--- src/rtl/seq_mult.sv ---
// seq_mult: sequential WIDTH x WIDTH shift-and-add multiplier built around a
// single ripple adder/subtractor (`add`). One multiplier bit is retired per
// clock; a full product takes 16 RUN cycles followed by a one-cycle DONE.
//
// Optional build macro: SEQ_MULT_SIGNED_EN
//   undefined -> unsigned operands/product
//   defined   -> two's complement operands/product
//
// add ports:
//   A, B        addends
//   carry_in    carry in; also selects subtract (B is inverted when set)
//   out         sum
//   carry_out   carry out of the msb
//   overflow    signed overflow of the sum
//
// seq_mult ports:
//   clk      system clock, rising edge
//   rst      synchronous active-high reset
//   start    request, sampled only when not busy
//   a, b     multiplicand / multiplier, captured on accepted start
//   busy     high while iterating (RUN)
//   done     one-cycle product-valid pulse (DONE)
//   product  result register, held until the next completion

module add #(
  parameter int WIDTH = 16
) (
  input  logic [WIDTH-1:0] A,
  input  logic [WIDTH-1:0] B,
  input  logic             carry_in,
  output logic [WIDTH-1:0] out,
  output logic             carry_out,
  output logic             overflow
);
  // carry_in doubles as the subtract control: A + ~B + 1 == A - B.
  always_comb begin
    logic [WIDTH-1:0] b_x;
    logic             c;
    logic             c_msb;
    b_x   = carry_in ? ~B : B;
    c     = carry_in;
    c_msb = 1'b0;
    out   = '0;
    for (int i = 0; i < WIDTH; i++) begin
      if (i == WIDTH-1) c_msb = c;
      out[i] = A[i] ^ b_x[i] ^ c;
      c      = (A[i] & b_x[i]) | (c & (A[i] ^ b_x[i]));
    end
    carry_out = c;
    // Signed overflow: carry into msb differs from carry out of msb.
    overflow  = c ^ c_msb;
  end
endmodule

module seq_mult #(
  parameter int WIDTH = 16
) (
  input  logic               clk,
  input  logic               rst,
  input  logic               start,
  input  logic [WIDTH-1:0]   a,
  input  logic [WIDTH-1:0]   b,
  output logic               busy,
  output logic               done,
  output logic [2*WIDTH-1:0] product
);

  if (WIDTH != 16) begin : g_bad_width
    $error("seq_mult: WIDTH must be 16 to match the add datapath");
  end

  typedef enum logic [1:0] {IDLE, RUN, DONE} state_e;

  state_e             state_q, state_d;
  logic [WIDTH-1:0]   m_q, m_d;
  logic [WIDTH-1:0]   phi_q, phi_d;
  logic [WIDTH-1:0]   plo_q, plo_d;
  logic [3:0]         cnt_q, cnt_d;
  logic [2*WIDTH-1:0] prod_q, prod_d;

  logic [WIDTH-1:0]   add_b, add_out;
  logic               add_cin, add_co, add_ov;
  logic               msb;
  logic               last;

  assign last  = (cnt_q == 4'd15);
  assign add_b = plo_q[0] ? m_q : '0;

`ifdef SEQ_MULT_SIGNED_EN
  // Final multiplier bit carries negative weight: subtract M instead of add.
  assign add_cin = (state_q == RUN) && last && plo_q[0];
  // True sign of the 17-bit sum, so the shift is arithmetic.
  assign msb     = add_out[WIDTH-1] ^ add_ov;
`else
  assign add_cin = 1'b0;
  assign msb     = add_co;
`endif

  add #(.WIDTH(WIDTH)) u_add (
    .A         (phi_q),
    .B         (add_b),
    .carry_in  (add_cin),
    .out       (add_out),
    .carry_out (add_co),
    .overflow  (add_ov)
  );

  always_comb begin
    state_d = state_q;
    m_d     = m_q;
    phi_d   = phi_q;
    plo_d   = plo_q;
    cnt_d   = cnt_q;
    prod_d  = prod_q;
    unique case (state_q)
      IDLE, DONE: begin
        if (start) begin
          m_d     = a;
          phi_d   = '0;
          plo_d   = b;
          cnt_d   = '0;
          state_d = RUN;
        end else begin
          state_d = IDLE;
        end
      end
      RUN: begin
        phi_d = {msb, add_out[WIDTH-1:1]};
        plo_d = {add_out[0], plo_q[WIDTH-1:1]};
        cnt_d = cnt_q + 4'd1;
        if (last) begin
          state_d = DONE;
          prod_d  = {phi_d, plo_d};
        end
      end
      default: state_d = IDLE;
    endcase
  end

  always_ff @(posedge clk) begin
    if (rst) begin
      state_q <= IDLE;
      m_q     <= '0;
      phi_q   <= '0;
      plo_q   <= '0;
      cnt_q   <= '0;
      prod_q  <= '0;
    end else begin
      state_q <= state_d;
      m_q     <= m_d;
      phi_q   <= phi_d;
      plo_q   <= plo_d;
      cnt_q   <= cnt_d;
      prod_q  <= prod_d;
    end
  end

  assign busy    = (state_q == RUN);
  assign done    = (state_q == DONE);
  assign product = prod_q;

endmodule

--- config.mk ---
export PLATFORM = sky130hd
export DESIGN_NAME = seq_mult
export DESIGN_NICKNAME = d
export VERILOG_FILES = /design/src/rtl/seq_mult.sv
export SDC_FILE = /design/constraint.sdc
export NUM_CORES = 1
export LEC_CHECK = 0
export ABC_AREA = 1
export CAP_MARGIN = 10
export CORE_ASPECT_RATIO = 2
export CORE_MARGIN = 2
export CORE_UTILIZATION = 25
export DETAILED_ROUTE_END_ITERATION = 7
export DONT_BUFFER_PORTS = 1
export PLACE_DENSITY = 0.4
export SYNTH_ARGS = -nofsm -noshare
export SYNTH_HDL_FRONTEND = slang
export SYNTH_SLANG_ARGS = --single-unit
--- constraint.sdc ---
create_clock -name clk -period 5.9 [get_ports clk]
set_input_delay 0.295 -clock clk [delete_from_list [all_inputs] [get_ports clk]]
set_output_delay 0.295 -clock clk [all_outputs]
set_load 0.02 [all_outputs]
==> results of run 1 <==
[sequential cells by signal, summed over array words and instances (netlist names)]
name,count
m_q,16
phi_q,16
product,32
cnt_q,4
plo_q,16
state_q,2
[worst max-delay path, stage by stage (launching register included)]
cell and delay (ns):
dfxtp_2 0.33, nand2_2 0.05, inv_2 0.06, ha_4 0.12
inv_2 0.03, fa_2 0.33, fa_2 0.37, fa_2 0.34
fa_2 0.35, fa_2 0.38, fa_2 0.35, fa_2 0.34
inv_2 0.06, fa_2 0.19, fa_2 0.19, inv_2 0.04
fa_2 0.33, inv_2 0.06, fa_2 0.18, inv_2 0.04
fa_2 0.34, fa_2 0.36, fa_2 0.36, fa_1 0.50
inv_2 0.04, nand3_1 0.07, nand2_1 0.05
[cells in the mapped netlist, drive strengths merged]
cell type  instances
dfxtp             86
o21ai             19
buf               25
fa                15
nand2             88
clkinv             6
nand3            118
ha                 2
inv               64
clkbuf            11
a21oi             36
nor2              72
[logic make-up after synthesis]
kind of cell             after synthesis
AND/OR/NAND/NOR                      278
adder cells (fa/ha/maj)               17
buffers and inverters                106
AO/OA/AOI/OAI                         55
flip-flops                            86
[metrics by stage]
step | util | hold slack [ns] | setup WS [ns] | TNS (ns) | total power, W
finish | 0.286 | 0.0246 | -0.0862 | -0.172 | 0.00134
global route | 0.286 | 0.00784 | -0.317 | -1.08 | 0.00140
global placement | 0.262 | 0.376 | -0.118 | -0.241 | 0.000727
CTS | 0.283 | 0.00918 | -0.141 | -0.380 | 0.00136
detailed placement | 0.262 | 0.378 | -0.165 | -0.510 | 0.000729
floorplan | - | 0.450 | 0.00465 | 0 | 0.000709
[worst paths after layout]
path         cells past startpoint  slack (ns)           to
min reg2reg                      2        0.48     phi_q[2]
max reg2reg                     26       -0.09  product[30]
min                              1        0.02    plo_q[12]
max                             26       -0.09  product[30]
[power by group]
group / total (W) / internal (W) / switching, W
combinational: 0.0000978 / 0.0000292 / 0.0000686
clock: 0.000624 / 0.000390 / 0.000234
sequential: 0.000617 / 0.000600 / 0.0000170
[layout make-up]
type / count / area, um^2
Clock buffer: 11 / 253
Clock inverter: 4 / 70.1
Fill cell: 1737 / 11200
Inverter: 70 / 263
Multi-Input combinational cell: 350 / 1880
Sequential cell: 86 / 1720
Tap cell: 201 / 251
Timing Repair Buffer: 4 / 42.5
[routing by layer]
metal,up-vias,track usage,share of wire
li1,1664,-,-
met5,-,0,0
met1,1557,0.144,0.37
met3,7,0.0293,0.036
met4,0,0.0406,0.012
met2,67,0.285,0.59
[timing repair]
action	in CTS	in global routing
buffers inserted	0	0
pin swaps	2	2
hold buffers	0	0
endpoints found under the hold margin	0	0
endpoints found under the setup margin	4	6
resized for setup	9	10
==> flow_summary.json, run 1 <==
{
  "rows": 65,
  "ys_types": 19,
  "hpwl_um": 7460,
  "max_slew_margin": 0.271,
  "fmax_mhz": 167,
  "crit_type": "register to register",
  "fin_area_um2": 4480,
  "grt-ovfl-total": 0,
  "cts_sinks": 86,
  "floorplan.initialDensity": 0.253,
  "synth_nets": 594,
  "synth_top_area_frac": 0.433,
  "synth-compound-area-share": 0.0692,
  "clk_latency_ns": 0.34,
  "rsz0062_at_grt": "yes",
  "ys_seq_area_frac": 0.433,
  "fin_nets": 573,
  "root_buffer": "clkbuf_16",
  "coreArea_um2": 15700,
  "p_leak_nw": 1.78,
  "max_cap_violations": 0,
  "dieArea_um2": 17000,
  "diodes": 0,
  "dr.pass1.iters": 6,
  "cts.reportedPaths.clkPinSlew_ns": 0.07,
  "synth_xor_area_frac": 0,
  "crit_fanout": 2,
  "wl_per_cell_um": 15.7,
  "final_cell_mix": "nand3_1, dfxtp_1, nand2_1, nor2_1, inv_1",
  "worst_pin_slew_ns": 1.09,
  "setup_ws_ns": -0.0862,
  "drtAntennaViolNets": 0,
  "crit_required_ns": 6.13,
  "dpl-instance-area_um2": 4110,
  "setup.worst_path.start": "m_q[0]",
  "yosysTopAreaCell": "dfxtp_1",
  "drt_iter0_markers": 138,
  "numCtsBuffers": 9,
  "synth.area.top_cells": "dfxtp_1, nand3_1, nand2_1",
  "violations": "setup timing",
  "synth_cells": 542,
  "timing.rr.start": "m_q[0]",
  "layout.cells.most_common": "nand3_1",
  "min_path_type": "primary input to register",
  "ys_ff_latch": 86,
  "irDropWorstVdd_mv": 0.134,
  "hold_violations": 0,
  "finalSetupViolCount": 3,
  "clock_path_buffers": 2,
  "synth-simple-area-share": 0.307,
  "fin_crit_sh": 1.01,
  "grt_pass1_vias": 3528,
  "drive_gt1_frac": 0.110,
  "cts_tree": "built",
  "yosys-mux-area-fraction": 0,
  "area_delta_synth_final_pct": 12.7,
  "arrival_ns": 6.21,
  "grt_max_degree": 69,
  "finalCriticalPeriod_ns": 5.99,
  "totalWireLength_um": 11400,
  "worstHoldStart": "rst",
  "status": "finished with violations",
  "grt_pass1_wl_um": 18600,
  "start_kind": "register",
  "ys.warnings.count": 0,
  "htreeDepth": 3,
  "dp.cells": 710,
  "drc_errors": 0,
  "synthAdderAreaFrac": 0.0818,
  "antenna_found_initial": 0,
  "synth_top_family_by_area": "simple AND/OR/NAND/NOR gates",
  "fin_cells": 726,
  "place.gp.congestion": 0.753,
  "via_per_inst": 4.54,
  "die_h_um": 182,
  "vias": 3295,
  "fin_worst_skew_ns": 0.0104,
  "power.density_nw_per_um2": 299,
  "die_x_um": 93.2,
  "ios": 69,
  "grt_usage": 0.143,
  "synth_area_um2": 3980,
  "syn_area_per_cell_um2": 7.34,
  "end_kind": "register",
  "drv_slew": 0,
  "io_buffers": 0
}
Power figures use the tool's default switching activity.
==> inputs of run 2 (changes only) <==
- GPL_ROUTABILITY_DRIVEN: unset -> 0
- SYNTH_HIERARCHICAL: unset -> 1
==> flow_summary.json, run 2 <==
{
  "status": "finished with violations",
  "violations": "setup timing",
  "regArea_um2": 1720,
  "whs_endpoint": "phi_q[13]",
  "dp.cells": 800,
  "fin_crit_sh": 1.05,
  "diodes": 0,
  "timing.rr.start": "plo_q[0]",
  "synth_area_um2": 4350,
  "arrival_ns": 6.39,
  "vias": 3703,
  "layout.cells.most_common": "nand2_1",
  "die_h_um": 191,
  "fin_cells": 829,
  "totalWireLength_um": 12200,
  "wl_per_cell_um": 14.7,
  "grt-ovfl-total": 0,
  "finalCriticalPeriod_ns": 6.17,
  "power.total_w": 0.00140,
  "grt_pass1_vias": 3835,
  "floorplan.initialDensity": 0.253,
  "rsz0062_at_grt": "yes",
  "die_x_um": 97.3,
  "syn_area_per_cell_um2": 6.98,
  "fmax_mhz": 162,
  "root_buffer": "clkbuf_16",
  "numCtsBuffers": 9,
  "final_cell_mix": "nand2_1, nand3_1, inv_1, dfxtp_1, nor2_1",
  "worstHoldStart": "rst",
  "worst_pin_slew_ns": 1.13,
  "hpwl_um": 8430,
  "drt_iter0_markers": 111,
  "rows": 68,
  "htreeDepth": 3,
  "clk_latency_ns": 0.35,
  "crit_type": "register to register",
  "fin_setup_tns_ns": -0.523,
  "crit_required_ns": 6.12,
  "dr.pass1.iters": 4,
  "coreArea_um2": 17200,
  "crit_fanout": 3,
  "cts_tree": "built",
  "io_buffers": 0,
  "hold_violations": 0,
  "grt_pass1_wl_um": 19300,
  "rrSetupSlack_ns": -0.27,
  "irDropWorstVdd_mv": 0.134,
  "max_slew_margin": 0.245,
  "setup_ws_ns": -0.268,
  "finalSetupViolCount": 3,
  "drc_errors": 0,
  "drive_gt1_frac": 0.111,
  "cts_sinks": 86,
  "ys.warnings.count": 6,
  "largest_reg_flops": 32,
  "r2r_cells": 26,
  "min_path_type": "primary input to register",
  "synth_nets": 675,
  "area_delta_synth_final_pct": 12.5,
  "grt_max_degree": 69,
  "whs_ns": 0.0114,
  "p_leak_nw": 2.10,
  "fin_worst_skew_ns": 0.0105,
  "antenna_found_initial": 0,
  "drv_slew": 0,
  "end_kind": "register",
  "drtAntennaViolNets": 0,
  "multi_input_area_um2": 2080,
  "fin_nets": 665,
  "num-fill-cells": 1940,
  "hold_depth": 1,
  "ios": 69,
  "max_cap_violations": 0,
  "via_per_inst": 4.47,
  "grt_usage": 0.134,
  "dieArea_um2": 18500,
  "synth_cells": 624,
  "start_kind": "register",
  "clock_path_buffers": 2,
  "cts.reportedPaths.clkPinSlew_ns": 0.07,
  "reg2reg_to": "phi_q[14]",
  "power.density_nw_per_um2": 286
}
## run 2: area by class of cell
type                       count  share of cell area
sequential                    86               0.352
multi-input combinational    401               0.425
clock inverter                 6              0.0143
clock buffer                  10              0.0468
tap                          210              0.0537
timing repair buffer          18              0.0317
inverter                      98              0.0761
## run 2: metal layers
metal  share of wire  global-route usage  vias to the layer above  wire length [um]
li1                -                   -                     1907                 -
met5               0                   0                        -                 0
met1            0.36               0.124                     1692              4370
met3           0.044              0.0308                       24               538
met4           0.046              0.0844                        0               563
met2            0.55               0.259                       80              6690
## run 2: worst max-delay path: stages (launching register included)
cell and delay [ns]:
dfxtp_2 0.33, nand2_2 0.06, inv_2 0.04, inv_2 0.06
nor2_2 0.03, nor2_1 0.11, fa_2 0.22, inv_2 0.04
fa_2 0.34, fa_2 0.37, fa_2 0.35, fa_2 0.35
fa_2 0.36, fa_2 0.36, fa_2 0.35, fa_2 0.36
fa_2 0.37, fa_2 0.35, fa_2 0.36, inv_2 0.06
fa_2 0.18, inv_2 0.04, fa_2 0.32, inv_2 0.06
fa_1 0.42, nand2_1 0.10, a21oi_2 0.05
## run 2: worst max path at each step
stage | endpoint | start | slack, ns
floorplan | phi_q[14] | plo_q[0] | -0.09
global placement | product[30] | plo_q[0] | -0.22
detailed placement | product[30] | plo_q[0] | -0.27
CTS | product[30] | plo_q[0] | -0.25
global route | product[30] | plo_q[0] | -0.44
finish | phi_q[14] | plo_q[0] | -0.27
## run 2: timing repair
action	CTS	global route
gates resized for setup	3	6
cloned	0	0
endpoints found under the setup margin	6	6
endpoints found under the hold margin	15	0
hold buffers	8	0
pin swaps	2	5
buffers inserted	3	2
## run 2: stage by stage
stage          setup WS, ns  cell area (um^2)   util
2_1_floorplan       -0.0937              4400      -
3_3_place_gp         -0.220              4470  0.260
3_5_place_dp         -0.268              4470  0.260
4_1_cts              -0.250              4870  0.283
5_1_grt              -0.441              4900  0.285
6_report             -0.268              4900  0.285
## run 2: where the power goes
group / switching [W] / internal (W) / total [W]
registers: 0.0000212 / 0.000608 / 0.000629
clock network: 0.000255 / 0.000331 / 0.000585
logic: 0.000121 / 0.0000660 / 0.000187
